$ cat src/rtl/donkey_pkg.sv
// Shared types and constants for the Donkey sprite motion and drawing blocks.
// Latency: none (package only).
// Backpressure: none (package only).
package donkey_pkg;

    localparam int X_INIT      = 368;
    localparam int FLOOR_Y     = 536;
    localparam int X_MAX       = 736;
    localparam int STEP        = 4;
    localparam int JUMP_V      = 12;
    localparam int GRAVITY     = 1;
    localparam int HOLD_FRAMES = 8;

    typedef enum logic [1:0] {
        GROUND = 2'd0,
        RISE   = 2'd1,
        FALL   = 2'd2
    } motion_state_t;

    typedef enum logic {
        LEFT  = 1'b0,
        RIGHT = 1'b1
    } dir_t;

    // ASCII codes of the control keys, both cases
    localparam logic [6:0] KEY_A     = 7'h61;
    localparam logic [6:0] KEY_A_UC  = 7'h41;
    localparam logic [6:0] KEY_D     = 7'h64;
    localparam logic [6:0] KEY_D_UC  = 7'h44;
    localparam logic [6:0] KEY_W     = 7'h77;
    localparam logic [6:0] KEY_W_UC  = 7'h57;
    localparam logic [6:0] KEY_SPACE = 7'h20;

endpackage

$ cat src/rtl/donkey_motion_ctrl_edge_tick.sv
// Rising-edge detector: turns the vsync level into a one-cycle frame tick.
// Latency: tick is combinational from sig against the registered previous level.
// Backpressure: none; one tick per rising edge, never stalled.
module edge_tick (
    input  logic clk,
    input  logic rst,
    input  logic sig,
    output logic tick
);

    logic sig_q;
    logic sig_d;

    assign sig_d = sig;

    // Remember last cycle's level of sig
    always_ff @(posedge clk or posedge rst) begin
        if (rst) sig_q <= 1'b0;
        else     sig_q <= sig_d;
    end

    assign tick = sig & ~sig_q;

endmodule

$ cat src/rtl/donkey_motion_ctrl.sv
// Keyboard-driven sprite motion: walk with hold timeout, jump with gravity, edge clamping.
// Latency: position/state update on the edge closing the vsync tick cycle; steady between ticks.
// Backpressure: none; keys are single-cycle strobes. Optional macro DOUBLE_JUMP_EN adds one mid-air jump.
module donkey_motion_ctrl
    import donkey_pkg::*;
(
    input  logic        clk,
    input  logic        rst,
    input  logic [6:0]  ascii_code,
    input  logic        ascii_new,
    input  logic        vsync,
    output logic [11:0] xpos,
    output logic [11:0] ypos,
    output logic        airborne,
    output logic        facing_left
);

    localparam logic signed [12:0] STEP13  = 13'(STEP);
    localparam logic signed [12:0] XMAX13  = 13'(X_MAX);
    localparam logic signed [12:0] FLOOR13 = 13'(FLOOR_Y);
    localparam logic signed [7:0]  JUMP8   = 8'(JUMP_V);
    localparam logic signed [7:0]  GRAV8   = 8'(GRAVITY);
    localparam logic signed [7:0]  VY_MIN  = -JUMP8;

    logic                tick;
    logic                key_left, key_right, key_jump;
    logic                dj_fire;

    logic [11:0]         x_q, x_d, y_q, y_d;
    logic signed [7:0]   vy_q, vy_d;
    motion_state_t       state_q, state_d;
    dir_t                dir_q, dir_d;
    logic                facing_left_q, facing_left_d;
    logic [3:0]          hold_cnt_q, hold_cnt_d;
    logic                jump_req_q, jump_req_d;

    logic signed [12:0]  x_ext, x_left, x_right;
    logic signed [12:0]  y_ext, vy_ext, y_new;
    logic signed [7:0]   vy_dec;

    edge_tick u_edge_tick (
        .clk  (clk),
        .rst  (rst),
        .sig  (vsync),
        .tick (tick)
    );

    assign key_left  = (ascii_code == KEY_A) || (ascii_code == KEY_A_UC);
    assign key_right = (ascii_code == KEY_D) || (ascii_code == KEY_D_UC);
    assign key_jump  = (ascii_code == KEY_W) || (ascii_code == KEY_W_UC) ||
                       (ascii_code == KEY_SPACE);

    assign x_ext   = {1'b0, x_q};
    assign x_left  = x_ext - STEP13;
    assign x_right = x_ext + STEP13;
    assign y_ext   = {1'b0, y_q};
    assign vy_ext  = 13'(vy_q);
    assign y_new   = y_ext - vy_ext;
    assign vy_dec  = vy_q - GRAV8;

`ifdef DOUBLE_JUMP_EN
    logic dj_used_q, dj_used_d;

    assign dj_fire = jump_req_q & ~dj_used_q;

    // One extra jump per airtime; re-armed while standing on the ground
    always_comb begin
        dj_used_d = dj_used_q;
        if (state_q == GROUND)
            dj_used_d = 1'b0;
        else if (tick && dj_fire)
            dj_used_d = 1'b1;
    end

    // Double-jump bookkeeping register
    always_ff @(posedge clk or posedge rst) begin
        if (rst) dj_used_q <= 1'b0;
        else     dj_used_q <= dj_used_d;
    end
`else
    assign dj_fire = 1'b0;
`endif

    // State register for motion FSM, position and key bookkeeping
    always_ff @(posedge clk or posedge rst) begin
        if (rst) begin
            x_q           <= 12'(X_INIT);
            y_q           <= 12'(FLOOR_Y);
            vy_q          <= 8'sd0;
            state_q       <= GROUND;
            dir_q         <= RIGHT;
            facing_left_q <= 1'b0;
            hold_cnt_q    <= 4'd0;
            jump_req_q    <= 1'b0;
        end else begin
            x_q           <= x_d;
            y_q           <= y_d;
            vy_q          <= vy_d;
            state_q       <= state_d;
            dir_q         <= dir_d;
            facing_left_q <= facing_left_d;
            hold_cnt_q    <= hold_cnt_d;
            jump_req_q    <= jump_req_d;
        end
    end

    // Horizontal walk: step on tick while hold is live; a key reload overrides the decrement
    always_comb begin
        x_d           = x_q;
        dir_d         = dir_q;
        facing_left_d = facing_left_q;
        hold_cnt_d    = hold_cnt_q;
        if (tick && (hold_cnt_q != 4'd0)) begin
            hold_cnt_d = hold_cnt_q - 4'd1;
            if (dir_q == LEFT)
                x_d = (x_left < 13'sd0) ? 12'd0 : x_left[11:0];
            else
                x_d = (x_right > XMAX13) ? XMAX13[11:0] : x_right[11:0];
        end
        if (ascii_new && key_left) begin
            dir_d         = LEFT;
            facing_left_d = 1'b1;
            hold_cnt_d    = 4'(HOLD_FRAMES);
        end else if (ascii_new && key_right) begin
            dir_d         = RIGHT;
            facing_left_d = 1'b0;
            hold_cnt_d    = 4'(HOLD_FRAMES);
        end
    end

    // Vertical FSM next state: launch, rise, fall with floor/ceiling clamps
    always_comb begin
        state_d    = state_q;
        y_d        = y_q;
        vy_d       = vy_q;
        jump_req_d = jump_req_q;
        if (tick) begin
            case (state_q)
                GROUND: begin
                    if (jump_req_q) begin
                        vy_d       = JUMP8;
                        jump_req_d = 1'b0;
                        state_d    = RISE;
                    end
                end
                RISE, FALL: begin
                    // airborne requests are consumed or dropped on every tick
                    jump_req_d = 1'b0;
                    if (dj_fire) begin
                        vy_d    = JUMP8;
                        state_d = RISE;
                    end else if (state_q == RISE) begin
                        if (y_new < 13'sd0) begin
                            y_d     = 12'd0;
                            vy_d    = 8'sd0;
                            state_d = FALL;
                        end else begin
                            y_d  = y_new[11:0];
                            vy_d = vy_dec;
                            if (vy_dec <= 8'sd0)
                                state_d = FALL;
                        end
                    end else begin
                        if (y_new >= FLOOR13) begin
                            y_d     = FLOOR13[11:0];
                            vy_d    = 8'sd0;
                            state_d = GROUND;
                        end else begin
                            y_d  = y_new[11:0];
                            vy_d = (vy_dec < VY_MIN) ? VY_MIN : vy_dec;
                        end
                    end
                end
                default: state_d = GROUND;
            endcase
        end
        // a new jump key on the tick edge survives into the next frame
        if (ascii_new && key_jump)
            jump_req_d = 1'b1;
    end

    // Outputs are direct decodes of registered state
    always_comb begin
        xpos        = x_q;
        ypos        = y_q;
        airborne    = (state_q != GROUND);
        facing_left = facing_left_q;
    end

endmodule
$ cat config.mk
export PLATFORM = sky130hd
export DESIGN_NAME = donkey_motion_ctrl
export DESIGN_NICKNAME = d
export VERILOG_FILES = /design/src/rtl/donkey_pkg.sv /design/src/rtl/donkey_motion_ctrl_edge_tick.sv /design/src/rtl/donkey_motion_ctrl.sv
export SDC_FILE = /design/constraint.sdc
export NUM_CORES = 1
export LEC_CHECK = 0
export BUFFER_PORTS_ARGS = -buffer_cell sky130_fd_sc_hd__clkbuf_2
export CORE_UTILIZATION = 55
export CTS_CLUSTER_DIAMETER = 30
export CTS_CLUSTER_SIZE = 24
export DETAILED_ROUTE_END_ITERATION = 16
export PLACE_DENSITY = 0.87
export SYNTH_ARGS = -nofsm -noshare
export SYNTH_HDL_FRONTEND = slang
export SYNTH_SLANG_ARGS = --single-unit
export TNS_END_PERCENT = 30
$ cat constraint.sdc
create_clock -name clk -period 3.4 [get_ports clk]
set_clock_uncertainty 0.15 [all_clocks]
set_input_delay 0.34 -clock clk [delete_from_list [all_inputs] [get_ports clk]]
set_output_delay 0.34 -clock clk [all_outputs]
set_load 0.02 [all_outputs]
==> flow_summary.yaml <==
run_status:
  status: "finished clean"
floorplan:
  chipHeight_um: 81.43
  core_region_area_um2: 5991
  ioPinCount: 37
  dieWidth_um: 81.43
  rows: 28
  start_util: 0.5792
  dieArea_um2: 6630
yosys:
  synth_xor_area_frac: 0.03282
  synth_compound_area_frac: 0.2795
  syn_inst: 432
  yosys.cell_types.count: 73
  syn_avg_cell_area_um2: 8.031
  synthArstFlopShare: 1.000
  synth_top_family_by_area: "compound AO/OA/AOI/OAI gates"
  syn_area_um2: 3470
  synth.mux.area_fraction: 0.02416
  synth_edf_count: 0
  yosysWarnings: 0
  synth_fa_ha_area_frac: 0.08511
  ys_seq_area_frac: 0.2914
  synth_flop_cell: "dfrtp_1"
  yosys_register_bits: 40
  synth-simple-area-share: 0.2286
critical_path:
  worstSetupEndpoint: "ypos[4]"
  path_buf_inv: 1
  cp_slowest_stage_delay_ns: 0.52
  r2r_cells: 11
  worstSetupStartpointType: "flop"
  rrSetupSlack_ns: 0.11
  worst_path_max_delay_cell: "o41a_1"
  required_ns: 3.48
  r2r_start: "vy_q[0]"
  crit_chain: "ha_1 > fa_1 > nor2b_4 > o21a_1 > o21a_1 > nor4_1 > o41a_1 > o211ai_4 > buf_4 > nand2_1 > mux2_2"
  reg2reg_to: "ypos[4]"
  crit_start: "vy_q[0]"
  cp_num_cells: 11
  path_class: "reg2reg"
  critPathTopFamily: "compound AO/OA/AOI/OAI gates"
  cp_max_fo: 7
  critPathMostFrequentCell: "o21a_1"
  cp.arrival_ns: 3.37
  end_kind: "flop"
detailed_routing:
  drt-vias-per-instance: 6.600
  drc_errors: 0
  finalWirelength_um: 9109
  via_count: 3577
  drtIter0Drc: 361
  first_pass_iters: 6
  ant_nets: 0
  routedWlPerCell_um: 16.81
clock_network:
  htree_levels: 2
  clk_latency_ns: 0.30
  cts_tree: "done"
  clockRootBuffer: "clkbuf_8"
  clock-sinks: 40
  cts_buffer_depth: 2
  clkTransAtPathRegs_ns: 0.09
  cts_made_buffers: 5
global_route:
  antenna_found_initial: 0
  grt_util_all_layers: 0.2863
  grt_max_degree: 41
  grt_pass1_wl_um: 14830
  grt_overflow: 0
  grt_pass1_vias: 3221
timing:
  rsz0062_at_grt: "yes"
  fin_ws_ns: 0.1147
  setup_viol_count_final: 0
  relSlewSlack: 0.4800
  max_slew.worst_pin.slew_ns: 0.7781
  finalHoldViolCount: 0
  drv_slew: 0
  period_share: 0.9663
  max_freq_mhz: 304.4
  fin_crit_ns: 3.285
  setup_tns_ns: 0
min_path:
  holdCritPathClass: "in2reg"
  hold_depth: 1
final_layout:
  area_delta_synth_final_pct: 12.08
  final_area_um2: 3889
  num_antenna_cells: 0
  final_layout_size_suffix_gt1_frac: 0.1799
  nNetsFinal: 500
  finalNonFillerCells: 542
placed_design:
  io_buffer_count: 34
  dp_cells: 531
  pre_cts_ws_ns: 0.1575
  placed_area_um2: 3722
  gp_congestion: 1.015
  dp_hpwl_um: 6525
pwr:
  power.density_nw_per_um2: 1035
  irDropWorstVdd_mv: 0.5436
  p_leak_nw: 1.669
  power_mw: 4.023
job:
  drv_cap: 0
-- worst reg2reg max path, delay by kind of cell (launching register included) --
kind	cells	cell delay, ns
and+or+nand+nor	3	0.33
adders and majority gates	2	0.65
buffers and inverters	1	0.21
DFF	1	0.46
muxes	1	0.25
AOI/OAI and AO/OA	4	1.16
-- metrics by stage --
stage            util  hold WS (ns)
5_1_grt        0.6491       0.01897
2_1_floorplan       -        0.2214
4_1_cts        0.6416       0.02456
3_5_place_dp   0.6213        0.3314
3_3_place_gp   0.6213        0.3212
6_report       0.6491       0.02426
-- worst min path at each step --
stage	from	to
after global placement	rst	vy_q[3]
after global routing	vsync	u_edge_tick.sig_q
after detailed placement	rst	vy_q[3]
after CTS	vsync	u_edge_tick.sig_q
final	vsync	u_edge_tick.sig_q
after floorplan	vsync	u_edge_tick.sig_q
-- Yosys cell counts (6+ instances only) --
library cell | n | share of area
a21oi_1 | 20 | 0.029
a31oi_1 | 6 | 0.011
ha_1 | 22 | 0.079
dfstp_2 | 8 | 0.061
nand3_1 | 18 | 0.026
clkbuf_1 | 18 | 0.019
o21a_1 | 8 | 0.017
o21ai_0 | 25 | 0.036
nor2b_1 | 9 | 0.016
inv_1 | 26 | 0.028
o31ai_1 | 8 | 0.017
xnor2_1 | 12 | 0.030
dfrtp_1 | 32 | 0.23
o22ai_1 | 6 | 0.011
nor3_1 | 12 | 0.017
nand2_1 | 60 | 0.065
nor2_1 | 30 | 0.032
-- cell families (layout without fill, tap and decap cells) --
family                   after synthesis  in the layout
AO/OA/AOI/OAI                        133            133
XOR/XNOR                              13             13
adder cells (fa/ha/maj)               23             23
buffers and inverters                 50             84
flip-flops                            40             40
multiplexers                           8              8
other                                  1              2
AND/OR/NAND/NOR                      164            164
-- cell usage in the layout, fill, tap and decap left out, types with 17 or more instances in the layout --
cell type  instances
nand2_1           60
clkbuf_2          34
dfrtp_1           31
nor2_1            30
inv_1             26
o21ai_0           25
ha_1              22
a21oi_1           20
nand3_1           17
-- layout make-up --
class / instances / area (µm²)
Tap cell: 75 / 93.84
Fill cell: 474 / 2102
Inverter: 29 / 108.9
Timing Repair Buffer: 47 / 270.3
Sequential cell: 40 / 1012
Clock buffer: 5 / 68.82
Clock inverter: 3 / 42.54
Multi-Input combinational cell: 343 / 2292
-- metal layers --
metal / up-vias / wire [µm] / part of all wire / global-route usage
li1: 1650 / - / - / -
met1: 1719 / 3890 / 0.43 / 0.3907
met2: 174 / 4279 / 0.47 / 0.4483
met3: 34 / 674 / 0.074 / 0.04000
met4: 0 / 265 / 0.029 / 0.1286
met5: - / 0 / 0 / 0
-- power breakdown --
group	leakage, nW	switching [mW]	internal, mW	total, mW
logic	1.14	1.74	1.08	2.82
registers	0.480	0.162	0.637	0.799
clock network	0.0541	0.188	0.217	0.406
-- flip-flops by register name, summed over array words and instances, names as in the netlist --
| register | count |
|---|---|
| dir_q | 1 |
| facing_left | 1 |
| hold_cnt_q | 4 |
| jump_req_q | 1 |
| state_q | 2 |
| u_edge_tick.sig_q | 1 |
| vy_q | 8 |
| xpos | 10 |
| ypos | 12 |
-- what timing repair did --
item                       4_1_cts  5_1_grt
hold endpoints to repair         5        0
buffers inserted                 0        2
hold buffers                     1        0
resized for setup                0        6
setup endpoints to repair        0       11
Power figures use the tool's default switching activity.
